## config.mk

```make
export PLATFORM = sky130hd
export DESIGN_NAME = pu_compare_seq
export DESIGN_NICKNAME = d
export VERILOG_FILES = /design/src/rtl/pu_compare_pkg.sv /design/src/rtl/pu_compare_arb.sv /design/src/rtl/pu_compare_seq.sv
export SDC_FILE = /design/constraint.sdc
export NUM_CORES = 1
export LEC_CHECK = 0
export ABC_AREA = 1
export CAP_MARGIN = 20
export CORE_UTILIZATION = 35
export DETAILED_ROUTE_END_ITERATION = 8
export GPL_ROUTABILITY_DRIVEN = 0
export GPL_TIMING_DRIVEN = 0
export PLACE_DENSITY = 0.72
export SLEW_MARGIN = 10
export SYNTH_ARGS = -nofsm -noshare
export SYNTH_HDL_FRONTEND = slang
export SYNTH_SLANG_ARGS = --single-unit
export TNS_END_PERCENT = 20
```

## constraint.sdc

```tcl
create_clock -name clk -period 6.4 [get_ports clk]
set_input_delay 0.64 -clock clk [delete_from_list [all_inputs] [get_ports clk]]
set_output_delay 0.64 -clock clk [all_outputs]
set_load 0.005 [all_outputs]
```

## src/rtl/pu_compare_pkg.sv

```systemverilog
// Shared definitions for the pu_compare sequencer: opcode encodings, the
// sequencer state type and the opcode field width.
package pu_compare_pkg;

    localparam int OP_WIDTH = 3;

    localparam logic [OP_WIDTH-1:0] CMP_EQ  = 3'd0;
    localparam logic [OP_WIDTH-1:0] CMP_LT  = 3'd1;
    localparam logic [OP_WIDTH-1:0] CMP_LTE = 3'd2;
    localparam logic [OP_WIDTH-1:0] CMP_GT  = 3'd3;
    localparam logic [OP_WIDTH-1:0] CMP_GTE = 3'd4;

    typedef enum logic [2:0] {
        INIT,
        IDLE,
        WR_A,
        WR_B,
        WAIT,
        READ,
        RESP
    } seq_state_e;

endpackage

```

## src/rtl/pu_compare_arb.sv

```systemverilog
// Requester arbiter for the pu_compare sequencer.
// Produces a one-hot grant (plus its index) from the request vector.
// Build option PU_COMPARE_SEQ_RR_EN: round-robin with a registered pointer that
// moves past the last granted requester; otherwise fixed priority, lowest
// index first, with no state at all.
module pu_compare_arb #(
    parameter int N_REQ = 4,
    parameter int ID_W  = $clog2(N_REQ)
) (
    input  logic             clk,
    input  logic             rst,
    input  logic [N_REQ-1:0] req_valid,
    input  logic             advance,
    output logic [N_REQ-1:0] grant,
    output logic [ID_W-1:0]  grant_id
);

`ifdef PU_COMPARE_SEQ_RR_EN
    logic [ID_W-1:0] ptr_q;
    logic [ID_W-1:0] ptr_d;

    // Search for the first valid requester starting at the pointer, wrapping.
    always_comb begin : rr_search
        logic [ID_W:0] idx;
        logic          found;
        grant = '0;
        found = 1'b0;
        idx   = '0;
        for (int k = 0; k < N_REQ; k++) begin
            idx = {1'b0, ptr_q} + (ID_W+1)'(k);
            if (idx >= (ID_W+1)'(N_REQ)) begin
                idx = idx - (ID_W+1)'(N_REQ);
            end
            if (!found && req_valid[idx[ID_W-1:0]]) begin
                grant[idx[ID_W-1:0]] = 1'b1;
                found = 1'b1;
            end
        end
    end

    // Next pointer: one past the winner, wrapping at N_REQ.
    always_comb begin
        ptr_d = grant_id + 1'b1;
        if (grant_id == ID_W'(N_REQ - 1)) begin
            ptr_d = '0;
        end
    end

    // Pointer only moves when the sequencer actually takes the grant.
    always_ff @(posedge clk or posedge rst) begin
        if (rst) begin
            ptr_q <= '0;
        end else if (advance) begin
            ptr_q <= ptr_d;
        end
    end
`else
    // seen[i] is high when any requester below index i is asking.
    logic [N_REQ:0] seen;
    assign seen[0] = 1'b0;

    for (genvar gi = 0; gi < N_REQ; gi++) begin : g_fixed
        assign seen[gi+1] = seen[gi] | req_valid[gi];
        assign grant[gi]  = req_valid[gi] & ~seen[gi];
    end

    // Fixed priority is purely combinational; these inputs have no role here.
    logic unused_fixed;
    assign unused_fixed = ^{clk, rst, advance, seen[N_REQ]};
`endif

    // Encode the one-hot grant into an index.
    always_comb begin
        grant_id = '0;
        for (int i = 0; i < N_REQ; i++) begin
            if (grant[i]) begin
                grant_id = ID_W'(i);
            end
        end
    end

endmodule

```

## src/rtl/pu_compare_seq.sv

```systemverilog
// Sequencer/arbiter sharing one pu_compare unit between N_REQ requesters.
// Accepts a request, writes both operands to the unit, waits RESULT_LAT
// cycles, reads the result back and hands it out on a valid/ready response.
// Build option PU_COMPARE_SEQ_RR_EN selects round-robin arbitration
// (default: fixed priority, lowest index wins).
module pu_compare_seq
    import pu_compare_pkg::*;
#(
    parameter int DATA_WIDTH = 32,
    parameter int ATTR_WIDTH = 4,
    parameter int N_REQ      = 4,
    parameter int RESULT_LAT = 2
) (
    input  logic                           clk,
    input  logic                           rst,
    input  logic [N_REQ-1:0]               req_valid,
    output logic [N_REQ-1:0]               req_ready,
    input  logic [N_REQ*DATA_WIDTH-1:0]    req_a,
    input  logic [N_REQ*DATA_WIDTH-1:0]    req_b,
    input  logic [N_REQ*OP_WIDTH-1:0]      req_op,
    output logic                           rsp_valid,
    input  logic                           rsp_ready,
    output logic [$clog2(N_REQ)-1:0]       rsp_id,
    output logic [DATA_WIDTH-1:0]          rsp_data,
    output logic                           pu_rst,
    output logic                           pu_signal_wr,
    output logic [DATA_WIDTH-1:0]          pu_data_in,
    output logic [ATTR_WIDTH-1:0]          pu_attr_in,
    output logic                           pu_signal_oe,
    input  logic [DATA_WIDTH-1:0]          pu_data_out,
    input  logic [ATTR_WIDTH-1:0]          pu_attr_out,
    output logic                           busy
);

    localparam int ID_W  = $clog2(N_REQ);
    localparam int CNT_W = (RESULT_LAT > 1) ? $clog2(RESULT_LAT) : 1;
    localparam logic [CNT_W-1:0] WAIT_LOAD = CNT_W'(RESULT_LAT - 1);

    seq_state_e state_q;
    seq_state_e state_d;

    logic [DATA_WIDTH-1:0] a_q;
    logic [DATA_WIDTH-1:0] b_q;
    logic [OP_WIDTH-1:0]   op_q;
    logic [ID_W-1:0]       gid_q;
    logic [CNT_W-1:0]      cnt_q;
    logic [DATA_WIDTH-1:0] rsp_data_q;
    logic [ID_W-1:0]       rsp_id_q;

    logic [N_REQ-1:0]      grant;
    logic [ID_W-1:0]       grant_id;
    logic                  accept;
    logic [ATTR_WIDTH-1:0] op_attr;

    // Opcode goes to the unit zero-extended into the attribute field.
    assign op_attr = ATTR_WIDTH'(op_q);

    pu_compare_arb #(
        .N_REQ (N_REQ),
        .ID_W  (ID_W)
    ) u_arb (
        .clk       (clk),
        .rst       (rst),
        .req_valid (req_valid),
        .advance   (accept),
        .grant     (grant),
        .grant_id  (grant_id)
    );

    // Next-state and unit-bus decode; outputs are forced quiet while rst is high.
    always_comb begin
        state_d      = state_q;
        accept       = 1'b0;
        req_ready    = '0;
        pu_rst       = 1'b0;
        pu_signal_wr = 1'b0;
        pu_data_in   = '0;
        pu_attr_in   = '0;
        pu_signal_oe = 1'b0;
        rsp_valid    = 1'b0;
        busy         = (state_q != IDLE) && !rst;
        case (state_q)
            INIT: begin
                pu_rst  = !rst;
                state_d = IDLE;
            end
            IDLE: begin
                if (|req_valid) begin
                    accept    = 1'b1;
                    req_ready = grant;
                    state_d   = WR_A;
                end
            end
            WR_A: begin
                pu_signal_wr = 1'b1;
                pu_data_in   = a_q;
                pu_attr_in   = op_attr;
                state_d      = WR_B;
            end
            WR_B: begin
                pu_signal_wr = 1'b1;
                pu_data_in   = b_q;
                pu_attr_in   = op_attr;
                state_d      = WAIT;
            end
            WAIT: begin
                if (cnt_q == '0) begin
                    state_d = READ;
                end
            end
            READ: begin
                pu_signal_oe = 1'b1;
                state_d      = RESP;
            end
            RESP: begin
                rsp_valid = 1'b1;
                if (rsp_ready) begin
                    state_d = IDLE;
                end
            end
            default: state_d = INIT;
        endcase
    end

    // State register; reset lands in INIT so the unit gets realigned.
    always_ff @(posedge clk or posedge rst) begin
        if (rst) begin
            state_q <= INIT;
        end else begin
            state_q <= state_d;
        end
    end

    // Request latch, latency counter and result capture.
    always_ff @(posedge clk or posedge rst) begin
        if (rst) begin
            a_q        <= '0;
            b_q        <= '0;
            op_q       <= '0;
            gid_q      <= '0;
            cnt_q      <= '0;
            rsp_data_q <= '0;
            rsp_id_q   <= '0;
        end else begin
            if (accept) begin
                a_q   <= req_a[grant_id*DATA_WIDTH +: DATA_WIDTH];
                b_q   <= req_b[grant_id*DATA_WIDTH +: DATA_WIDTH];
                op_q  <= req_op[grant_id*OP_WIDTH +: OP_WIDTH];
                gid_q <= grant_id;
            end
            if (state_q == WR_B) begin
                cnt_q <= WAIT_LOAD;
            end else if (state_q == WAIT && cnt_q != '0) begin
                cnt_q <= cnt_q - 1'b1;
            end
            if (state_q == READ) begin
                rsp_data_q <= pu_data_out;
                rsp_id_q   <= gid_q;
            end
        end
    end

    assign rsp_data = rsp_data_q;
    assign rsp_id   = rsp_id_q;

    // Only bit 0 of the unit attribute is meaningful, and only as a sanity check.
    logic unused_attr;
    assign unused_attr = ^pu_attr_out;

    // The unit should flag a valid result while its output is enabled.
    a_attr_valid: assert property (@(posedge clk) disable iff (rst)
        (state_q == READ) |-> pu_attr_out[0]);

    // Write strobe and output enable must never overlap.
    a_wr_oe_excl: assert property (@(posedge clk) disable iff (rst)
        !(pu_signal_wr && pu_signal_oe));

endmodule
```

# [Yosys cells after proc, flatten, opt, wreduce, memory -nomap -nowiden]
# Index checks and enable logic that the tools add are counted.
# Widths: inputs -> output; s select.
[classes] n_addsub=1 n_mux=19 n_eq_ne=10 shifts=3 reduce_logical=8 n_bitwise=8 n_mul=1
[op_table] operator="$shiftx 128x8->32" n=2
[op_table] operator="$pmux 32 s2" n=1
[op_table] operator="$pmux 3 s7" n=1
[op_table] operator="$mux 3" n=4
[op_table] operator="$shiftx 12x5->3" n=1
[op_table] operator="$eq 3x3->1 const B" n=3
[op_table] operator="$mux 1" n=9
[op_table] operator="$mux 4" n=2
[op_table] operator="$eq 3x2->1 const B" n=2
[op_table] operator="$ne 2x2->1 const B" n=3
[op_table] operator="$mul 2x2->4 const B" n=1
[op_table] operator="$mux 2" n=2
[op_table] operator="$reduce_or 4->1" n=1
[op_table] operator="$and 1x1->1" n=3
[op_table] operator="$eq 3x1->1 const B" n=1
[op_table] operator="$logic_not 3->1" n=1
[op_table] operator="$ne 3x1->1 const B" n=1
[op_table] operator="$not 1->1" n=3
[op_table] operator="$reduce_and 3->1" n=1
[op_table] operator="$logic_and 1x1->1" n=2
[op_table] operator="$or 1x1->1" n=2
[op_table] operator="$reduce_bool 2->1" n=1
[op_table] operator="$reduce_or 2->1" n=1
[op_table] operator="$logic_not 1->1" n=1
[op_table] operator="$sub 1x1->1 const B" n=1
[totals] out_inout_bits=79 in_bits=311 word_cells=58 ff_bits=107

# [Logic depth before layout (Yosys ltp)]
[logic_depth] depth_word=7 depth_mapped=9 ltp_nobuf=8

# [By module]
# A second synthesis with hierarchy kept.
[unflattened] hier_cells=1127 area_unflattened_um2=6937.9
[by_module_without_submodules] module="pu_compare_seq" area_per_inst_um2=6879.1 instances=1 cells_per_inst=1114 seq_area_each_um2=2677.6
[by_module_without_submodules] module="pu_compare_arb" area_per_inst_um2=58.8 instances=1 cells_per_inst=13 seq_area_each_um2=0.0

# [Worst setup path before layout]
# OpenSTA, ideal clock, no wires.
[synth_path] path_kind="input to output" startpoint="input rst" endpoint="output busy" required_time_ns=5.760 arrival_time_ns=3.113 slack_ns=2.647 cell_stages=3 path_buffers=0 path_cell_list="inv_1 > nand2_1 > inv_1"
[synth_between] elab_chain_cells=2
[synth_rtl] element="start, declared" line="pu_compare_seq.sv:15" source="input logic rst,"
[synth_rtl] element="$logic_not 1->1 (no line)"
[synth_rtl] element="$logic_and 1x1->1" line="pu_compare_seq.sv:81" source="busy = (state_q != IDLE) && !rst;"
[synth_rtl] element="end, declared" line="pu_compare_seq.sv:32" source="output logic busy"
# No other way between the ends.

# [Worst setup path after layout]
[layout_path] startpoint="register state_q[2]" endpoint="output pu_data_in[5]"
[layout_between] elab_chain_cells=2 word_cells_on_any_way=3 cone_classes="eq/ne (2); mux (1)"
[layout_rtl] element="start, declared" line="pu_compare_seq.sv:39" source="seq_state_e state_q;"
[layout_rtl] element="start signal, assigned" line="pu_compare_seq.sv:130" source="state_q <= state_d;"
[layout_rtl] element="$eq 3x2->1" line="pu_compare_seq.sv:82" source="case (state_q)"
[layout_rtl] element="$pmux 32 s2 (*)" line="pu_compare_seq.sv:82"
[layout_rtl] element="end, declared" line="pu_compare_seq.sv:27" source="output logic [DATA_WIDTH-1:0] pu_data_in,"
# Every way passes the cells marked *; elsewhere a longest branch is shown, timed or not.

==> flow_summary_export.csv <==
group,metric,value,unit
clocking,postCtsSetupRepairBufs,0,
place,dp.cells,1915,
timing,skew,0.00639,ns
critical_path,cpLargestDelayFamily,"buffers and inverters",
clocking,cts_hold_buf,0,
timing,max-slew-margin-rel,58.3,%
clocking,htreeDepth,3,
cells_and_area,drive_gt1_share,5.19,%
routing,vias,9410,
pwr,power_density,321,nW/um2
cells_and_area,finalNetCount,1962,
critical_path,critPathSlowestCell,"clkdlybuf4s50_1",
logic_synthesis,ys_seq_elements,107,
timing,finalHoldViolations,0,
clocking,clk_pin_slew,0.08,ns
logic_synthesis,synth-seq-area-share,35.0,%
pwr,totalPowerFinal,3.90,mW
place,dp_slack,3.14,ns
critical_path,required,5.76,ns
cells_and_area,fin_cells,1932,
logic_synthesis,netlist_area,7650,um2
cells_and_area,fillCellCount,2108,
clocking,cts_resized,0,
clocking,clock_sinks,107,
status,outcome,"finished clean",
global_route,grt_pass1_vias,8927,
floorplanning,start_util,36.1,%
global_route,antenna_found_initial,3,
timing,fmax,0.285,GHz
logic_synthesis,synth_cell_types,26,
critical_path,crit_buf_inv,3,
timing,maxSlewViolCount,0,
cells_and_area,layout_commonest_cell,"clkdlybuf4s50_1",
critical_path,cp-end-kind,"output pin",
place,dp_hpwl,27100,um
cells_and_area,multiInputGateArea,3600,um2
cells_and_area,layout_common_cells,"clkdlybuf4s50_1 (384), nand2_1 (345), inv_1 (244), nand3_1 (202), dfrtp_1 (107)",
timing,rsz0062_at_grt,"false",
clocking,cts_made_buffers,9,
global_route,overflow,0,
critical_path,path_class,"flop to output pin",
clocking,insertion_delay,0.35,ns
floorplanning,die-area,22500,um2
floorplanning,std_cell_rows,53,
critical_path,r2r_setup_slack,4.55,ns
routing,vias_per_cell,4.87,
timing,fin_setup_tns,0,ns
clocking,tritoncts,"yes",
global_route,grt_max_degree,59,
logic_synthesis,syn_nets,1566,
critical_path,crit_top_cell,"nand2_1",
floorplanning,die_w,150,um
routing,firstDrtPassIters,5,
critical_path,crit_chain,"inv_2 -> nand2_1 -> nor2_1 -> buf_2 -> nand2_1 -> o21ai_0 -> clkdlybuf4s50_1",
routing,drc_errors,0,
floorplanning,die-height,150,um
timing,fin_crit,3.51,ns
critical_path,crit_path_max_fanout,10,
cells_and_area,final-seq-area,2680,um2
timing,setup_viol,0,
routing,drt_iter0_markers,583,
routing,routedWlPerCell,17.2,um
logic_synthesis,syn_avg_cell_area,6.10,um2
global_route,grt_pass1_wl,48500,um
pwr,power_leakage,6.18,nW
routing,wirelength,33200,um
pwr,ir_worst_vdd,0.125,mV
critical_path,critPathLaunchType,"flop",
job,cap_violations,0,
timing,worst_slew_pin_slew,0.619,ns
critical_path,worstPathArrival,2.87,ns
place,portBuffers,384,
logic_synthesis,netlist_instances,1255,
global_route,grt_use_total,29.1,%
floorplanning,ios,390,
logic_synthesis,yosys_warnings,0,
cells_and_area,area_growth_syn_to_layout,58.9,%
floorplanning,coreArea,21200,um2
clocking,clk_path_buf_depth,2,
critical_path,cp_slowest_stage_delay,0.61,ns
clocking,root_buffer,"clkbuf_16",
worst_hold_path,hp-class,"flop to flop",
cells_and_area,final_util,57.3,%
routing,ant_nets,0,
timing,fin_ws,2.89,ns
timing,fin_crit_sh,54.8,%
## state kept, by name, summed over array words and instances (netlist names)
register	flops
rsp_data	32
rsp_id	2
cnt_q	1
state_q	3
op_q	3
gid_q	2
a_q	32
b_q	32
## kinds of logic (layout without fill, tap and decap cells)
family | after synthesis | count (layout) | share of synthesized area, %
AND/OR/NAND/NOR | 638 | 638 | 35.6
buffers and inverters | 336 | 737 | 18.0
AO/OA/AOI/OAI | 173 | 173 | 11.4
flip-flops | 107 | 107 | 35.0
other | 1 | 2 | 0.0490
## through the flow
step / area, um2 / hold slack, ns
finish: 12200 / 0.471
global placement: 11800 / 0.452
detailed placement: 11900 / 0.457
global route: 12200 / 0.493
CTS: 12200 / 0.476
floorplan: 7650 / 0.450
## synthesized netlist by cell type, drive strengths merged
| master | count | area share (%) |
|---|---|---|
| conb | 1 | 0.049 |
| nor3 | 5 | 0.33 |
| nor2 | 82 | 4.5 |
| a21oi | 70 | 4.6 |
| nand2 | 347 | 17 |
| nand3 | 204 | 14 |
| clkbuf | 32 | 1.6 |
| buf | 52 | 4.0 |
| o21bai | 1 | 0.098 |
| dfrtp | 107 | 35 |
| o21ai | 102 | 6.7 |
| inv | 252 | 12 |
## metal layers
metal / GRT usage, % / wire length (um)
met5: 0 / 12
met4: 11.1 / 989
met3: 6.65 / 2860
met2: 52.1 / 16700
met1: 33.5 / 12600
## worst min-delay path: stages, from the launching register on
cell and delay, ns:
dfrtp_1 0.34, nand2_1 0.05, nand2_1 0.05
## report_power, final
group,leakage [nW],internal (mW),switching [mW],total (mW)
combinational,4.81,0.979,1.12,2.09
clock,0.139,0.272,0.279,0.550
sequential,1.24,1.02,0.231,1.25
## final timing paths
check	start	to	cells after the start
worst min register to register	rsp_data[29]	rsp_data[29]	2
min in group asynchronous	rst	rsp_data[25]	2
worst max register to register	state_q[1]	a_q[29]	8
max in group asynchronous	rst	a_q[28]	3
worst max-delay path	state_q[2]	pu_data_in[5]	7
worst min-delay path	rsp_data[29]	rsp_data[29]	2
## final cells by class
cell class                 count  area share [%]
antenna                        1          0.0206
buffer                        84            3.53
clock buffer                   9            1.85
clock inverter                 7           0.504
inverter                     252            7.84
multi-input combinational    812            29.6
sequential                   107            22.0
tap                          275            2.83
timing repair buffer         385            31.8
Note: power is estimated with default switching activity, not from simulation.
